### config.mk
export PLATFORM = sky130hd
export DESIGN_NAME = muldiv_unit
export DESIGN_NICKNAME = d
export VERILOG_FILES = /design/src/rtl/muldiv_unit.sv
export SDC_FILE = /design/constraint.sdc
export NUM_CORES = 1
export LEC_CHECK = 0
export ABC_AREA = 0
export BUFFER_PORTS_ARGS = -buffer_cell sky130_fd_sc_hd__buf_2
export CORE_MARGIN = 5
export CORE_UTILIZATION = 60
export DETAILED_ROUTE_END_ITERATION = 7
export HOLD_SLACK_MARGIN = 0.02
export PLACE_DENSITY = 0.79
export SYNTH_ARGS = -nofsm -noshare
export SYNTH_HDL_FRONTEND = slang
export SYNTH_SLANG_ARGS = --single-unit
### constraint.sdc
create_clock -name clk -period 3.8 [get_ports clk]
set_input_delay 0.76 -clock clk [delete_from_list [all_inputs] [get_ports clk]]
set_output_delay 0.76 -clock clk [all_outputs]
set_load 0.01 [all_outputs]
### src/rtl/muldiv_unit.sv
// muldiv_unit: iterative 32-bit multiply/divide unit for ALU group 11
// (MULT, MULTU, DIV, DIVU). It runs a 32-step radix-2 shift/add multiply or
// a restoring divide, then applies the signs, and returns a 64-bit result
// as hi/lo. The pipeline stalls on busy and reads hi/lo once done pulses.
module muldiv_unit (
  input  logic        clk,
  input  logic        clrn,
  input  logic        start,
  input  logic [1:0]  func,
  input  logic [31:0] dataa,
  input  logic [31:0] datab,
  input  logic        flush,
  output logic        busy,
  output logic        done,
  output logic [31:0] hi,
  output logic [31:0] lo,
  output logic        div_zero
);

  localparam logic [1:0] IDLE = 2'd0;
  localparam logic [1:0] CALC = 2'd1;
  localparam logic [1:0] FIX  = 2'd2;
  localparam logic [1:0] DONE = 2'd3;

  // Two's-complement negation helpers, used for magnitudes and sign fix-up
  function automatic logic [31:0] neg32(input logic [31:0] v);
    return ~v + 32'd1;
  endfunction

  function automatic logic [63:0] neg64(input logic [63:0] v);
    return ~v + 64'd1;
  endfunction

  logic [1:0]  r_state;
  logic [5:0]  r_cnt;
  logic [1:0]  r_func;
  logic [63:0] r_acc;     // multiply: {upper, multiplier}; divide: {rem, quot}
  logic [31:0] r_opb;     // multiplicand or divisor magnitude
  logic        r_neg_q;   // product / quotient must be negated
  logic        r_neg_r;   // remainder must be negated (dividend was negative)
  logic        r_dz;
  logic        r_busy;
  logic        r_done;
  logic [31:0] r_hi;
  logic [31:0] r_lo;
  logic        r_div_zero;

  logic        w_a_neg;
  logic        w_b_neg;
  logic [31:0] w_a_mag;
  logic [31:0] w_b_mag;
  logic [32:0] w_mul_sum;
  logic [63:0] w_mul_step;
  logic [32:0] w_rem_sh;
  logic        w_div_ge;
  logic [31:0] w_div_diff;
  logic [63:0] w_div_step;
  logic [63:0] w_fix;

  // Operand magnitudes, one iteration of each algorithm, and the sign fix-up
  always_comb begin
    w_a_neg    = ~func[0] & dataa[31];
    w_b_neg    = ~func[0] & datab[31];
    w_a_mag    = w_a_neg ? neg32(dataa) : dataa;
    w_b_mag    = w_b_neg ? neg32(datab) : datab;

    // Multiply: conditional add into the upper half, then shift right with carry
    w_mul_sum  = {1'b0, r_acc[63:32]} + {1'b0, r_opb};
    w_mul_step = r_acc[0] ? {w_mul_sum, r_acc[31:1]} : {1'b0, r_acc[63:1]};

    // Divide: the shifted remainder can be 33 bits wide, so compare at 33 bits;
    // when the trial succeeds the difference always fits in 32 bits
    w_rem_sh   = r_acc[63:31];
    w_div_ge   = (w_rem_sh >= {1'b0, r_opb});
    w_div_diff = r_acc[62:31] - r_opb;
    w_div_step = w_div_ge ? {w_div_diff, r_acc[30:0], 1'b1}
                          : {r_acc[62:0], 1'b0};

    case (r_func)
      2'b00:   w_fix = r_neg_q ? neg64(r_acc) : r_acc;
      2'b10:   w_fix = {(r_neg_r ? neg32(r_acc[63:32]) : r_acc[63:32]),
                        (r_neg_q ? neg32(r_acc[31:0])  : r_acc[31:0])};
      default: w_fix = r_acc;
    endcase
  end

  // Control FSM and datapath registers; flush aborts without touching hi/lo
  always_ff @(posedge clk or negedge clrn) begin
    if (!clrn) begin
      r_state    <= IDLE;
      r_cnt      <= 6'd0;
      r_func     <= 2'b00;
      r_acc      <= 64'd0;
      r_opb      <= 32'd0;
      r_neg_q    <= 1'b0;
      r_neg_r    <= 1'b0;
      r_dz       <= 1'b0;
      r_busy     <= 1'b0;
      r_done     <= 1'b0;
      r_hi       <= 32'd0;
      r_lo       <= 32'd0;
      r_div_zero <= 1'b0;
    end else if (flush) begin
      r_state <= IDLE;
      r_cnt   <= 6'd0;
      r_busy  <= 1'b0;
      r_done  <= 1'b0;
    end else begin
      r_done <= 1'b0;
      case (r_state)
        IDLE: begin
          if (start) begin
            r_func  <= func;
            r_cnt   <= 6'd0;
            r_busy  <= 1'b1;
            r_neg_q <= w_a_neg ^ w_b_neg;
            r_neg_r <= w_a_neg;
            if (func[1] && (datab == 32'd0)) begin
              // Divide by zero skips the loop entirely
              r_acc   <= {dataa, 32'hFFFF_FFFF};
              r_opb   <= 32'd0;
              r_dz    <= 1'b1;
              r_state <= DONE;
            end else begin
              r_acc   <= {32'd0, (func[1] ? w_a_mag : w_b_mag)};
              r_opb   <= func[1] ? w_b_mag : w_a_mag;
              r_dz    <= 1'b0;
              r_state <= CALC;
            end
          end
        end
        CALC: begin
          r_acc <= r_func[1] ? w_div_step : w_mul_step;
          r_cnt <= r_cnt + 6'd1;
          if (r_cnt == 6'd31) begin
            r_state <= FIX;
          end
        end
        FIX: begin
          r_acc   <= w_fix;
          r_state <= DONE;
        end
        DONE: begin
          r_hi       <= r_acc[63:32];
          r_lo       <= r_acc[31:0];
          r_div_zero <= r_dz;
          r_done     <= 1'b1;
          r_busy     <= 1'b0;
          r_state    <= IDLE;
        end
        default: begin
          r_state <= IDLE;
          r_busy  <= 1'b0;
        end
      endcase
    end
  end

  assign busy     = r_busy;
  assign done     = r_done;
  assign hi       = r_hi;
  assign lo       = r_lo;
  assign div_zero = r_div_zero;

endmodule

==> Word-level counts from Yosys, hierarchy flattened <==
Cells that the tools add are included.
{ "word_totals": {"regBits": 176} }
{ "op_classes": {"n_lt_le_gt_ge": 1, "n_mux": 29, "reduce_logical": 14, "n_addsub": 8, "eq_ne": 12, "n_bitwise": 10} }
{ "op_table": {"columns": ["operator", "n"], "rows": [
  ["$mux W64", 6],
  ["$mux W32", 7],
  ["$pmux W64 S3", 1],
  ["$add A32 B1 Y32 const B", 4],
  ["$not A32 Y32", 4],
  ["$pmux W64 S2", 1],
  ["$add A64 B1 Y64 const B", 1],
  ["$not A64 Y64", 1],
  ["$add A32 B32 Y33", 1],
  ["$ge A33 B32 Y1", 1],
  ["$logic_not A32 Y1", 1],
  ["$sub A32 B32 Y32", 1],
  ["$ne A3 B3 Y1 const B", 5],
  ["$mux W6", 2],
  ["$pmux W6 S2", 1],
  ["$reduce_and A6 Y1", 2],
  ["$reduce_bool A3 Y1", 3],
  ["$mux W2", 4],
  ["$pmux W2 S4", 1],
  ["$reduce_and A2 Y1", 4],
  ["$add A6 B1 Y6 const B", 1],
  ["$eq A2 B2 Y1 const B", 3],
  ["$eq A6 B5 Y1 const B", 1],
  ["$mux W1", 5],
  ["other kinds (10)", 13]
]} }

==> Logic depth before layout (Yosys ltp) <==
{ "depth": {"depth_word": 7, "depth_mapped": 14, "mapped_depth_nobuf": 12} }

==> Worst setup path after synthesis <==
Ideal clock, no wire load.
{ "synth_path": {"kind": "register to register", "from": "reg r_acc[0]", "to": "reg r_acc[38]", "arrival_ns": 2.907, "path_slack_ns": 0.765, "t_required_ns": 3.672, "n_path_buf": 2, "stages_incl_launch_ff": 14, "cell_sequence": "dfrtp_1 -> buf_2 -> inv_1 -> clkbuf_1 -> ha_1 -> nor3b_2 -> nand4_1 -> or3_1 -> o21ai_1 -> nand2_1 -> nor4b_2 -> xnor2_1 -> a221oi_1 -> o22ai_1"} }
{ "synth_via": {"elab_chain_len": 5, "elab_cells_between_ends": 7, "cone_classes": "1 x add/sub; 5 x mux; 1 x bitwise"} }
{ "synth_rtl": {"columns": ["item", "line", "source"], "rows": [
  ["start, declared", "37", "logic [63:0] r_acc;"],
  ["start signal, assigned", "120", "r_acc <= {dataa, 32'hFFFF_FFFF};"],
  ["start signal, assigned", "125", "r_acc <= {32'd0, (func[1] ? w_a_mag : w_b_mag)};"],
  ["start signal, assigned", "133", "r_acc <= r_func[1] ? w_div_step : w_mul_step;"],
  ["$not A64 Y64", "31", "return ~v + 64'd1;"],
  ["$add A64 B1 Y64", "31", null],
  ["$mux W64", "80", "2'b00: w_fix = r_neg_q ? neg64(r_acc) : r_acc;"],
  ["$pmux W64 S2", "79", "case (r_func)"],
  ["$pmux W64 S3 (*)", "110", "case (r_state)"]
]} }
Every way passes the cells marked *; elsewhere a longest branch is shown, timed or not. The select of a mux whose other input is x is not followed.
A chain may end at the register's enable or synchronous reset.

==> Worst setup path after layout <==
{ "layout_path": {"from": "reg r_opb[1]", "to": "reg r_acc[0]"} }
{ "layout_via": {"elab_chain_len": 4} }
{ "layout_rtl": {"columns": ["item", "line", "source"], "rows": [
  ["start, declared", "38", "logic [31:0] r_opb;"],
  ["start signal, assigned", "126", "r_opb <= func[1] ? w_b_mag : w_a_mag;"],
  ["$ge A33 B32 Y1", "74", "w_div_ge = (w_rem_sh >= {1'b0, r_opb});"],
  ["$mux W64", "76", "w_div_step = w_div_ge ? {w_div_diff, r_acc[30:0], 1'b1}"],
  ["$mux W64", "133", null],
  ["$pmux W64 S3", "110", null],
  ["end signal, assigned", "120", null],
  ["end signal, assigned", "133", null],
  ["end signal, assigned", "140", "r_acc <= w_fix;"]
]} }
No other way between the ends.

==> impl_metrics.ini <==
[floorplan]
die-height_um = 173
num_rows = 59
initial_core_util_pct = 61.2
die_x_um = 173
coreArea_um2 = 26100
die_area_um2 = 30000
num_io_pins = 137

[cts]
cts-root-buf = clkbuf_16
cts_resized = 0
clk_pin_slew_worst_paths_ns = 0.09
h-tree-depth = 4
ctsHoldBuffers = 0
postCtsSetupBuffers = 0
cts_tree = done
clock_latency_ns = 0.45
cts_buffers = 17
cts.sinks = 176
cts_buffer_depth = 2

[global_route]
track_usage_pct = 38.6
grt_max_degree = 92
grt_pass1_wl_um = 92700
antenna_found_initial = 3
overflow = 0
grt_pass1_vias = 16300

[status]
violations = DRC
status = finished with violations

[logic_synthesis]
ys.flop_type = dfrtp_1
synth_area_leaders = dfrtp_1, mux2_2, a21oi_1
synthCells = 2007
async_flop_share_pct = 100
synth_xor_area_share_pct = 6.68
synth_nets = 2152
yosys_warnings = 0
synth_top_area_share_pct = 27.5
synth_largest_area_cell = dfrtp_1
yosysMostFrequentCell = nand2_1
synth_compound_area_share_pct = 26.7
syn_avg_cell_area_um2 = 7.97
synth_mux_area_share_pct = 9.11
synth_top_family_by_area = compound AO/OA/AOI/OAI gates
synth_common_cells = nand2_1, a21oi_1, dfrtp_1
synth-simple-area-share_pct = 19.5
synth_seq_cells = 176
synth-edff-count = 0
synth_cell_types = 91
synth_fa_ha_area_share_pct = 5.96
netlist_area_um2 = 16000
yosysSeqAreaShare_pct = 27.5

[setup_path]
critPathRequiredTime_ns = 4.13
critPathKind = flop to flop
start_kind = flop
endpoint_kind = flop
rrSetupSlack_ns = 0.24
critPathArrivalTime_ns = 3.88
crit_fanout = 14

[power]
p_per_area_nw_per_um2 = 923
leakage_nw = 8.11
vdd_ir_drop_max_v = 0.000425

[placed_design]
io_buffers = 136
gp_congestion = 1.09
postPlaceCellArea_um2 = 17400
hpwl_um = 45100

[timing]
tightest_slew_ns = 1.03
max_freq_mhz = 281
setup_tns_ns = 0
slew_headroom_pct = 31.1
setup_violations = 0
clock_skew_ns = 0.0155
drv_slew = 0
timing.final.crit_period_ns = 3.56
holdWs_ns = 0.325
period_share_pct = 93.6
hold_viol_final = 0
rsz0062_at_grt = no

[run]
drv_cap = 0

[routing]
firstDrtPassIters = 8
wl_um = 59900
routedWlPerCell_um = 24.1
drt_iter0_drc = 2648
ant_nets = 0
post-route-drc-count = 2
vias = 17200
viasPerCell = 6.91

[finish]
fin_area_um2 = 18000
fin_nets = 2282
area_growth_pct = 12.8
fill_cells = 2187
drive_gt1_share_pct = 19.0

[hold_path]
hp-class = input pin to asynchronous set/reset pin
final timing paths:
check,start,to,depth (start not counted)
max,r_opb[1]$_DFFE_PN0P_,r_acc[0]$_DFFE_PN0P_,12
min,clrn,done$_DFF_PN0_,1
max reg2reg,r_opb[1]$_DFFE_PN0P_,r_acc[0]$_DFFE_PN0P_,12
min reg2reg,r_dz$_DFFE_PN0P_,r_dz$_DFFE_PN0P_,2
max in group asynchronous,clrn,r_opb[19]$_DFFE_PN0P_,2
min in group clk,r_dz$_DFFE_PN0P_,r_dz$_DFFE_PN0P_,2
cell usage in the layout (no fill, tap or decap), types with 13 or more instances in the layout:
cell / netlist / final
nand2_1: 214 / 214
a21oi_1: 198 / 198
dfrtp_1: 176 / 175
o21ai_0: 162 / 162
nor2_1: 155 / 154
buf_2: 10 / 135
buf_4: 1 / 99
mux2_2: 93 / 93
ha_1: 73 / 72
xnor2_1: 68 / 68
inv_1: 60 / 60
nor3_1: 57 / 57
xor2_1: 54 / 54
a21o_1: 43 / 43
mux2i_1: 41 / 41
o31ai_1: 37 / 37
nand3_1: 30 / 30
or3_1: 29 / 29
nor4_1: 23 / 23
a31oi_1: 21 / 21
a211oi_1: 20 / 20
and2_1: 18 / 18
o211ai_1: 18 / 18
a22oi_1: 18 / 18
nor2b_1: 17 / 17
clkbuf_16: 0 / 17
o21a_1: 16 / 16
nand4_1: 15 / 15
nand2b_1: 15 / 14
o21ai_1: 13 / 13
flip-flops by register name (all words and copies together), names as in the netlist:
register / flops
busy: 1
div_zero: 1
done: 1
hi: 32
lo: 32
r_acc: 64
r_cnt: 6
r_dz: 1
r_func: 2
r_neg_q: 1
r_neg_r: 1
r_opb: 32
r_state: 2
worst max-delay path: stages (launching register included):
cell       delay [ns]
dfrtp_1          0.50
inv_1            0.09
ha_1             0.39
nor2b_1          0.20
o21bai_1         0.28
a21oi_1          0.13
or2_2            0.37
o2111ai_2        0.30
and2_1           0.20
buf_4            0.20
nand2_1          0.18
a21oi_1          0.48
o21bai_1         0.13
routing by layer:
layer	global-route usage [%]	wire [um]
met5	0	16
met1	51.0	22800
met3	7.35	6990
met2	58.5	25600
met4	24.1	4550
cells by family (layout without fill, tap and decap cells):
family,Yosys count,count (layout)
AOI/OAI and AO/OA,673,673
and+or+nand+nor,640,640
buffers and inverters,187,330
DFF,176,176
muxes,134,134
xor gates and xnor gates,122,122
adders and majority gates,75,75
other,0,1
stage by stage:
stage,util (%),worst slack (ns),instances,total power [W]
3_3_place_gp,66.6,0.291,2453,0.0142
2_1_floorplan,-,0.765,2007,0.0107
6_report,69.0,0.244,2486,0.0167
5_1_grt,69.0,0.0458,2486,0.0176
4_1_cts,69.0,0.342,2485,0.0163
3_5_place_dp,66.6,0.244,2453,0.0143
area by class of cell:
class	count	area, um2	area share, %
Antenna cell	1	2.50	0.0139
Inverter	61	229	1.27
Sequential cell	176	4410	24.4
Multi-Input combinational cell	1644	10900	60.3
Timing Repair Buffer	237	1470	8.16
Clock inverter	15	205	1.14
Clock buffer	17	425	2.36
Tap cell	335	419	2.32
report_power, final:
group          internal, W  switching, W  leakage, nW
logic              0.00434       0.00690         5.53
clock network     0.000909      0.000983        0.299
registers          0.00262      0.000905         2.28
total              0.00787       0.00879         8.11
(Power assumes the default switching activity.)
